## config.mk

```make
export PLATFORM = sky130hd
export DESIGN_NAME = snap_capture_ctrl
export DESIGN_NICKNAME = d
export VERILOG_FILES = /design/src/rtl/snap_ctrl_pkg.sv /design/src/rtl/snap_edge_det.sv /design/src/rtl/snap_capture_ctrl.sv
export SDC_FILE = /design/constraint.sdc
export NUM_CORES = 1
export LEC_CHECK = 0
export BUFFER_PORTS_ARGS = -buffer_cell sky130_fd_sc_hd__buf_2
export CAP_MARGIN = 20
export CORE_MARGIN = 5
export CORE_UTILIZATION = 45
export DETAILED_ROUTE_END_ITERATION = 10
export HOLD_SLACK_MARGIN = 0.08
export PLACE_DENSITY = 0.86
export SYNTH_ARGS = -nofsm -noshare
export SYNTH_HDL_FRONTEND = slang
export SYNTH_HIERARCHICAL = 1
export SYNTH_SLANG_ARGS = --single-unit
```

## constraint.sdc

```tcl
create_clock -name user_clk -period 2.5 [get_ports user_clk]
set_clock_uncertainty 0.15 [all_clocks]
set_input_delay 0.5 -clock user_clk [delete_from_list [all_inputs] [get_ports user_clk]]
set_output_delay 0.5 -clock user_clk [all_outputs]
set_load 0.01 [all_outputs]
```

## src/rtl/snap_ctrl_pkg.sv

```systemverilog
// Shared definitions for the snapshot capture controller: FSM encoding,
// status word bit positions and ctrl word bit positions.
package snap_ctrl_pkg;

  // Capture sequencer states; StDelay is only reachable when SNAP_OFFSET_EN is defined
  typedef enum logic [2:0] {
    StIdle    = 3'd0,
    StArmed   = 3'd1,
    StDelay   = 3'd2,
    StCapture = 3'd3,
    StDone    = 3'd4
  } snap_state_e;

  // Status word flag positions
  localparam int unsigned STAT_DONE  = 31;
  localparam int unsigned STAT_ARMED = 30;
  localparam int unsigned STAT_CAPT  = 29;

  // Ctrl word bit positions
  localparam int unsigned CTRL_ARM      = 0;
  localparam int unsigned CTRL_TRIG_IMM = 1;

endpackage

```

## src/rtl/snap_edge_det.sv

```systemverilog
// Registered rise/fall detector for a single level signal.
// The history register clears on reset, so a level that is already high
// when reset releases is reported as a rising edge.
module snap_edge_det (
  input  logic clk,
  input  logic rst_n,
  input  logic sig,
  output logic rise,
  output logic fall
);

  logic sig_q;

  // One-cycle history of the watched level
  always_ff @(posedge clk or negedge rst_n) begin
    if (!rst_n) begin
      sig_q <= 1'b0;
    end else begin
      sig_q <= sig;
    end
  end

  assign rise = sig & ~sig_q;
  assign fall = ~sig & sig_q;

endmodule

```

## src/rtl/snap_capture_ctrl.sv

```systemverilog
// Snapshot capture sequencer: arm, wait for trigger, burst 2**ADDR_W samples
// into the snapshot BRAM, then flag done in the status word.
// Optional feature macro: SNAP_OFFSET_EN adds a post-trigger skip of
// `offset` valid samples (DELAY state) before capture begins.
module snap_capture_ctrl
  import snap_ctrl_pkg::*;
#(
  parameter int unsigned ADDR_W = 10,
  parameter int unsigned DATA_W = 32
) (
  input  logic              user_clk,
  input  logic              user_rst_n,
  input  logic [31:0]       ctrl,
  input  logic [DATA_W-1:0] din,
  input  logic              din_valid,
  input  logic              trig,
  input  logic [15:0]       offset,
  output logic [ADDR_W-1:0] bram_addr,
  output logic [DATA_W-1:0] bram_data,
  output logic              bram_we,
  output logic [31:0]       status
);

  // Count value that marks a full buffer; count never goes beyond it
  localparam logic [ADDR_W:0] CountFull = {1'b1, {ADDR_W{1'b0}}};

  snap_state_e       state_q, state_d;
  logic [ADDR_W:0]   count_q, count_d;
  logic              write;
  logic              arm_rise, arm_fall;
  logic [31:0]       status_q, status_d;
  logic [ADDR_W-1:0] bram_addr_q;
  logic [DATA_W-1:0] bram_data_q;
  logic              bram_we_q;

`ifdef SNAP_OFFSET_EN
  logic [15:0]       skip_q, skip_d;
`endif

  // Only the arm and trig_imm bits of ctrl carry meaning
  logic unused_ctrl;
  assign unused_ctrl = ^ctrl[31:2];

`ifndef SNAP_OFFSET_EN
  logic unused_offset;
  assign unused_offset = ^offset;
`endif

  snap_edge_det u_arm_edge (
    .clk   (user_clk),
    .rst_n (user_rst_n),
    .sig   (ctrl[CTRL_ARM]),
    .rise  (arm_rise),
    .fall  (arm_fall)
  );

  // Next-state, write decision and count update
  always_comb begin
    state_d = state_q;
    count_d = count_q;
    write   = 1'b0;
`ifdef SNAP_OFFSET_EN
    skip_d  = skip_q;
`endif

    unique case (state_q)
      StIdle, StDone: begin
        if (arm_rise) begin
          count_d = '0;
          state_d = ctrl[CTRL_TRIG_IMM] ? StCapture : StArmed;
        end
      end

      StArmed: begin
        // Disarm wins over a coincident trigger
        if (arm_fall) begin
          state_d = StIdle;
        end else if (din_valid && trig) begin
`ifdef SNAP_OFFSET_EN
          if (offset == 16'd0) begin
            write   = 1'b1;
            state_d = StCapture;
          end else begin
            // Trigger sample is the first discarded one
            skip_d  = offset - 16'd1;
            state_d = StDelay;
          end
`else
          write   = 1'b1;
          state_d = StCapture;
`endif
        end
      end

`ifdef SNAP_OFFSET_EN
      StDelay: begin
        if (arm_fall) begin
          state_d = StIdle;
        end else if (din_valid) begin
          if (skip_q == 16'd0) begin
            write   = 1'b1;
            state_d = StCapture;
          end else begin
            skip_d = skip_q - 16'd1;
          end
        end
      end
`endif

      StCapture: begin
        // A sample coincident with the disarm is still kept
        if (din_valid) begin
          write = 1'b1;
        end
        if (arm_fall) begin
          state_d = StDone;
        end
      end

      default: begin
        state_d = StIdle;
      end
    endcase

    if (write) begin
      count_d = count_q + 1'b1;
      if (count_d == CountFull) begin
        state_d = StDone;
      end
    end
  end

  // Status word mirrors the post-edge state and count
  always_comb begin
    status_d             = '0;
    status_d[STAT_DONE]  = (state_d == StDone);
    status_d[STAT_ARMED] = (state_d == StArmed) || (state_d == StDelay);
    status_d[STAT_CAPT]  = (state_d == StCapture);
    status_d[ADDR_W:0]   = count_d;
  end

  // FSM, counter and status registers
  always_ff @(posedge user_clk or negedge user_rst_n) begin
    if (!user_rst_n) begin
      state_q  <= StIdle;
      count_q  <= '0;
      status_q <= '0;
    end else begin
      state_q  <= state_d;
      count_q  <= count_d;
      status_q <= status_d;
    end
  end

`ifdef SNAP_OFFSET_EN
  // Remaining samples to discard after the trigger
  always_ff @(posedge user_clk or negedge user_rst_n) begin
    if (!user_rst_n) begin
      skip_q <= '0;
    end else begin
      skip_q <= skip_d;
    end
  end
`endif

  // BRAM write port, one cycle behind the qualifying sample
  always_ff @(posedge user_clk or negedge user_rst_n) begin
    if (!user_rst_n) begin
      bram_we_q   <= 1'b0;
      bram_addr_q <= '0;
      bram_data_q <= '0;
    end else begin
      bram_we_q <= write;
      if (write) begin
        bram_addr_q <= count_q[ADDR_W-1:0];
        bram_data_q <= din;
      end
    end
  end

  assign bram_we   = bram_we_q;
  assign bram_addr = bram_addr_q;
  assign bram_data = bram_data_q;
  assign status    = status_q;

endmodule
```

[Word level (Yosys, flattened, before mapping)]
Cells that the tools add are included.
Cells by class
  multiplexer cells: 15
  bitwise logic cells: 4
  eq/ne operators: 8
  add/sub/neg operators: 1
  reductions and logical operators: 4
Operator list (count)
  $mux W11: 3
  $mux W3: 6
  $add A11 B1 Y11 const B: 1
  $eq A11 B11 Y1 const B: 1
  $eq A3 B2 Y1 const B: 3
  $pmux W3 S3: 1
  $eq A3 B1 Y1 const B: 2
  $eq A3 B3 Y1 const B: 2
  $logic_not A3 Y1: 1
  $mux W1: 3
  $and A1 B1 Y1: 2
  $mux W2: 1
  $not A1 Y1: 2
  $pmux W1 S2: 1
  $reduce_or A2 Y1: 1
  $logic_and A1 B1 Y1: 1
  $logic_or A1 B1 Y1: 1
Word-level totals
  flip-flop bits (word level): 72
  output and inout bits: 75

[Depth between registers and ports, before layout]
  depth in word-level cells: 8
  mapped depth: 8
  depth with buffers taken out: 6

[By module]
The synthesis kept the hierarchy.
By module, submodules not included
  snap_capture_ctrl: sequential area each 1501.4 um2, cells each 308, times used 1, area each 2847.7 um2
  snap_edge_det: sequential area each 25.0 um2, cells each 3, times used 1, area each 40.0 um2

[Least setup slack after synthesis]
OpenSTA, ideal clock, no wires.
  path kind: register to register
  from: register count_q[0]
  to: register state_q[0]
  setup time: 0.140 ns
  slack: 0.609 ns
  path buffers: 1
  clock period less this slack: 1.891 ns
  arrival: 1.602 ns
  stages on the path, launching flop included: 7
  cells stage by stage: dfrtp_1 ha_1 clkbuf_8 a211oi_2 o211ai_2 a2111oi_4 a21oi_1
On the way
  longest elaborated chain between the ends: 4
Ends and longest elaborated chain
  start: declaration: RTL line snap_capture_ctrl.sv:28  | logic [ADDR_W:0] count_q, count_d;
  start signal: assignment: RTL line snap_capture_ctrl.sv:150  | count_q <= count_d;
  $add A11 B1 Y11: RTL line snap_capture_ctrl.sv:126  | count_d = count_q + 1'b1;
  $eq A11 B11 Y1: RTL line snap_capture_ctrl.sv:127  | if (count_d == CountFull) begin
  $mux W3: RTL line snap_capture_ctrl.sv:127
  $mux W3: RTL line snap_capture_ctrl.sv:125  | if (write) begin
  net state_d[0]: RTL line snap_capture_ctrl.sv:27  | snap_state_e state_q, state_d;
  end signal: assignment: RTL line snap_capture_ctrl.sv:145  | state_q <= StIdle;
  end signal: assignment: RTL line snap_capture_ctrl.sv:149  | state_q <= state_d;
  end: declaration: RTL line snap_capture_ctrl.sv:27
The timed path passes the listed nets, and every way through them passes these cells.
A chain may end at the register's enable or synchronous reset.

[Worst setup path in the final report]
  from: register count_q[1]
  to: register status_q[29] (netlist: status[29])
On the way
  longest elaborated chain between the ends: 5
Ends and longest elaborated chain
  $add A11 B1 Y11: RTL line snap_capture_ctrl.sv:126
  $eq A11 B11 Y1: RTL line snap_capture_ctrl.sv:127
  $mux W3: RTL line snap_capture_ctrl.sv:127
  $mux W3: RTL line snap_capture_ctrl.sv:125
  $eq A3 B2 Y1: RTL line snap_capture_ctrl.sv:138  | status_d[STAT_CAPT] = (state_d == StCapture);
  net status_d[29]: RTL line snap_capture_ctrl.sv:31  | logic [31:0] status_q, status_d;
  end signal: assignment: RTL line snap_capture_ctrl.sv:151  | status_q <= status_d;
  end: declaration: RTL line snap_capture_ctrl.sv:31
The timed path passes the listed nets, and every way through them passes these cells.

==> run_results.csv <==
group,metric,value,unit
power,leakage,2.045,nW
synth,synth_compound_area_share,6.889,%
power,power.total,0.003222,W
power,irDropWorstVdd,0.4920,mV
clock_tree,clk_latency,320,ps
die,ios,159,
layout,drive_gt1_share,30.64,%
timing,drv_slew,0,
worst_setup_path,arrival,2130,ps
routing,drt_iter0_drc,129,
worst_setup_path,reg2reg_depth,5,
worst_setup_path,cp.required,2540,ps
routing,viasPerCell,4.924,
worst_setup_path,slowest_stage,"dfrtp_1",
routing,vias,2388,
global_route,grt_max_degree,57,
synth,syn-cell-area,2888,um^2
timing,relSlewSlack,54.76,%
synth,ys_ff_latch,61,
placed_design,routabilityCongestion,0.8143,
layout,antenna_cells,0,
placed_design,port-buffer-count,94,
timing,fmax,0.4766,GHz
status,status,"completed",
clock_tree,cts_resized,0,
routing,antenna_left,0,
layout,fill_cells,578,
clock_tree,cts_buffers,9,
clock_tree,cts_tree,"yes",
global_route,grt_usage,16.40,%
worst_hold_path,holdPathStages,1,
synth,synth_cell_type_count,38,
layout,final_common_cell,"nand2_1",
clock_tree,cts_setup_buffers,0,
synth,netlist.area_leader.share,52.86,%
placed_design,place_area,3333,um^2
routing,wl_per_cell,13.55,um
worst_setup_path,cp-end-kind,"flop",
synth,synthXorXnorAreaFrac,0,%
worst_setup_path,critPathMaxStageDelay,470,ps
routing,remaining_drc_errors,0,
synth,syn_inst,311,
timing,setup_viol_count_final,0,
die,fp.dieArea,8119,um^2
synth,muxShareOfSynthArea,4.289,%
die,fp.dieH,90.11,um
die,core_area,6314,um^2
layout,mostFrequentLayoutCells,"nand2_1 (134), buf_2 (94), dfrtp_1 (61)",
routing,dr.pass1.iters,4,
flow_run,drv_cap,0,
synth,avgSynthCellArea,9.285,um^2
timing,tightest_slew,678.6,ps
layout,fin_nets,489,
placed_design,dpl.hpwl,4664,um
timing,hold_slack,148.9,ps
layout,area_growth,21.92,%
routing,totalWireLength,6570,um
synth,dominantRegCellSynth,"dfrtp_1",
timing,period_share,83.92,%
clock_tree,cts-root-buf,"clkbuf_8",
layout,final_area,3521,um^2
clock_tree,ctsHoldBuffers,1,
synth,ys_top_cells_by_area,"dfrtp_1 (53%), nand2_1 (17%), buf_4 (6.0%)",
synth,synth-seq-area-share,52.86,%
worst_setup_path,crit_path_cell_trace,"ha_1 -> and4_1 -> o211ai_2 -> a2111oi_4 -> a21oi_1",
timing,period_needed,2098,ps
synth,synth_top_family_by_area,"simple AND/OR/NAND/NOR gates",
synth,synth_edf_count,0,
timing,hold_viol,0,
timing,rsz0062_at_grt,"false",
die,placementRows,29,
synth,synth_fa_ha_area_share,0.4333,%
synth,synthSimpleGateAreaFrac,26.26,%
clock_tree,clk_pin_slew,60,ps
global_route,antenna_found_initial,0,
global_route,grt_pass1_vias,2442,
clock_tree,htreeDepth,3,
die,start_util,45.74,%
worst_hold_path,hp-class,"in2reg",
synth,synth_area_leader_cell,"dfrtp_1",
power,power_per_cell_area,915.0,nW/um^2
worst_setup_path,crit_fanout,10,
clock_tree,cts.sinks,61,
worst_setup_path,cp-start-kind,"flop",
synth,ys_async_sr_fraction,100.0,%
synth,yosysWarnings,6,
die,die_w,90.11,um
worst_setup_path,path_class,"reg2reg",
clock_tree,cts.path.max_buffers,2,
timing,setup_tns,0,ps
global_route,grt_pass1_wl,11100,um
global_route,grt_overflow,0,
-- final cells by class --
class | instances | area, um^2 | area share [%]
sequential | 61 | 1526 | 43.35
clock buffer | 14 | 172.7 | 4.904
inverter | 2 | 7.507 | 0.2132
multi-input combinational | 230 | 1170 | 33.23
clock inverter | 1 | 5.005 | 0.1421
timing repair buffer | 100 | 543.0 | 15.42
tap | 77 | 96.34 | 2.736
-- worst max-delay path, delay by kind of cell (launching register included) --
family	cells	cell delay [ps]
adders and majority gates	1	400
DFF	1	470
AOI/OAI and AO/OA	3	670
and+or+nand+nor	1	260
-- path summary, 6_finish.rpt --
path	startpoint	end	slack, ps
max reg2reg	count_q[1]	status[29]	400
min in group asynchronous	user_rst_n	bram_data[13]	640
min	ctrl[0]	u_arm_edge/sig_q	150
max in group asynchronous	user_rst_n	bram_data[11]	950
min reg2reg	bram_addr[0]	bram_addr[0]	320
max	count_q[1]	status[29]	400
-- per-stage QoR --
| step | setup WS (ps) | std cells | utilization, % |
|---|---|---|---|
| floorplan | 608.7 | 328 | - |
| global placement | 390.4 | 469 | 52.79 |
| detailed placement | 286.5 | 469 | 52.79 |
| CTS | 389.2 | 485 | 55.77 |
| global route | 282.0 | 485 | 55.77 |
| finish | 401.9 | 485 | 55.77 |
-- state kept, by name, summed over array words and instances (netlist names) --
| register | count |
|---|---|
| bram_addr | 10 |
| bram_data | 32 |
| bram_we | 1 |
| count_q | 10 |
| state_q | 3 |
| status | 4 |
| u_arm_edge/sig_q | 1 |
-- cells in the mapped netlist (2+ instances only) --
| master | instances |
|---|---|
| nand2_1 | 134 |
| and4_1 | 2 |
| buf_6 | 3 |
| clkbuf_1 | 3 |
| a21o_1 | 8 |
| buf_4 | 23 |
| nor4_1 | 3 |
| o211ai_2 | 2 |
| a21oi_1 | 5 |
| nor2_1 | 6 |
| buf_2 | 5 |
| nor2b_1 | 5 |
| dfrtp_1 | 61 |
| nand3_1 | 7 |
| mux2_1 | 3 |
| nand4_1 | 4 |
| o21ai_0 | 2 |
| and3_2 | 3 |
| mux2i_1 | 9 |
| nor3_1 | 4 |
| o22ai_1 | 2 |
-- layer usage --
metal | up-vias | routed length (um) | GRT usage (%)
met2 | 88 | 3298 | 28.54
met3 | 13 | 536 | 5.342
met1 | 1131 | 2618 | 18.20
li1 | 1156 | - | -
met4 | 0 | 117 | 7.196
met5 | - | 0 | 0
-- power by group --
part	internal [W]	switching [W]
Clock	0.000435	0.000346
Combinational	0.000402	0.000582
Sequential	0.00128	0.000173
-- kinds of logic after synthesis --
kind of cell             Yosys count
AO/OA/AOI/OAI                     24
adder cells (fa/ha/maj)            1
buffers and inverters             37
flip-flops                        61
multiplexers                      12
other                              1
AND/OR/NAND/NOR                  175
Note: power is estimated with default switching activity, not from simulation.
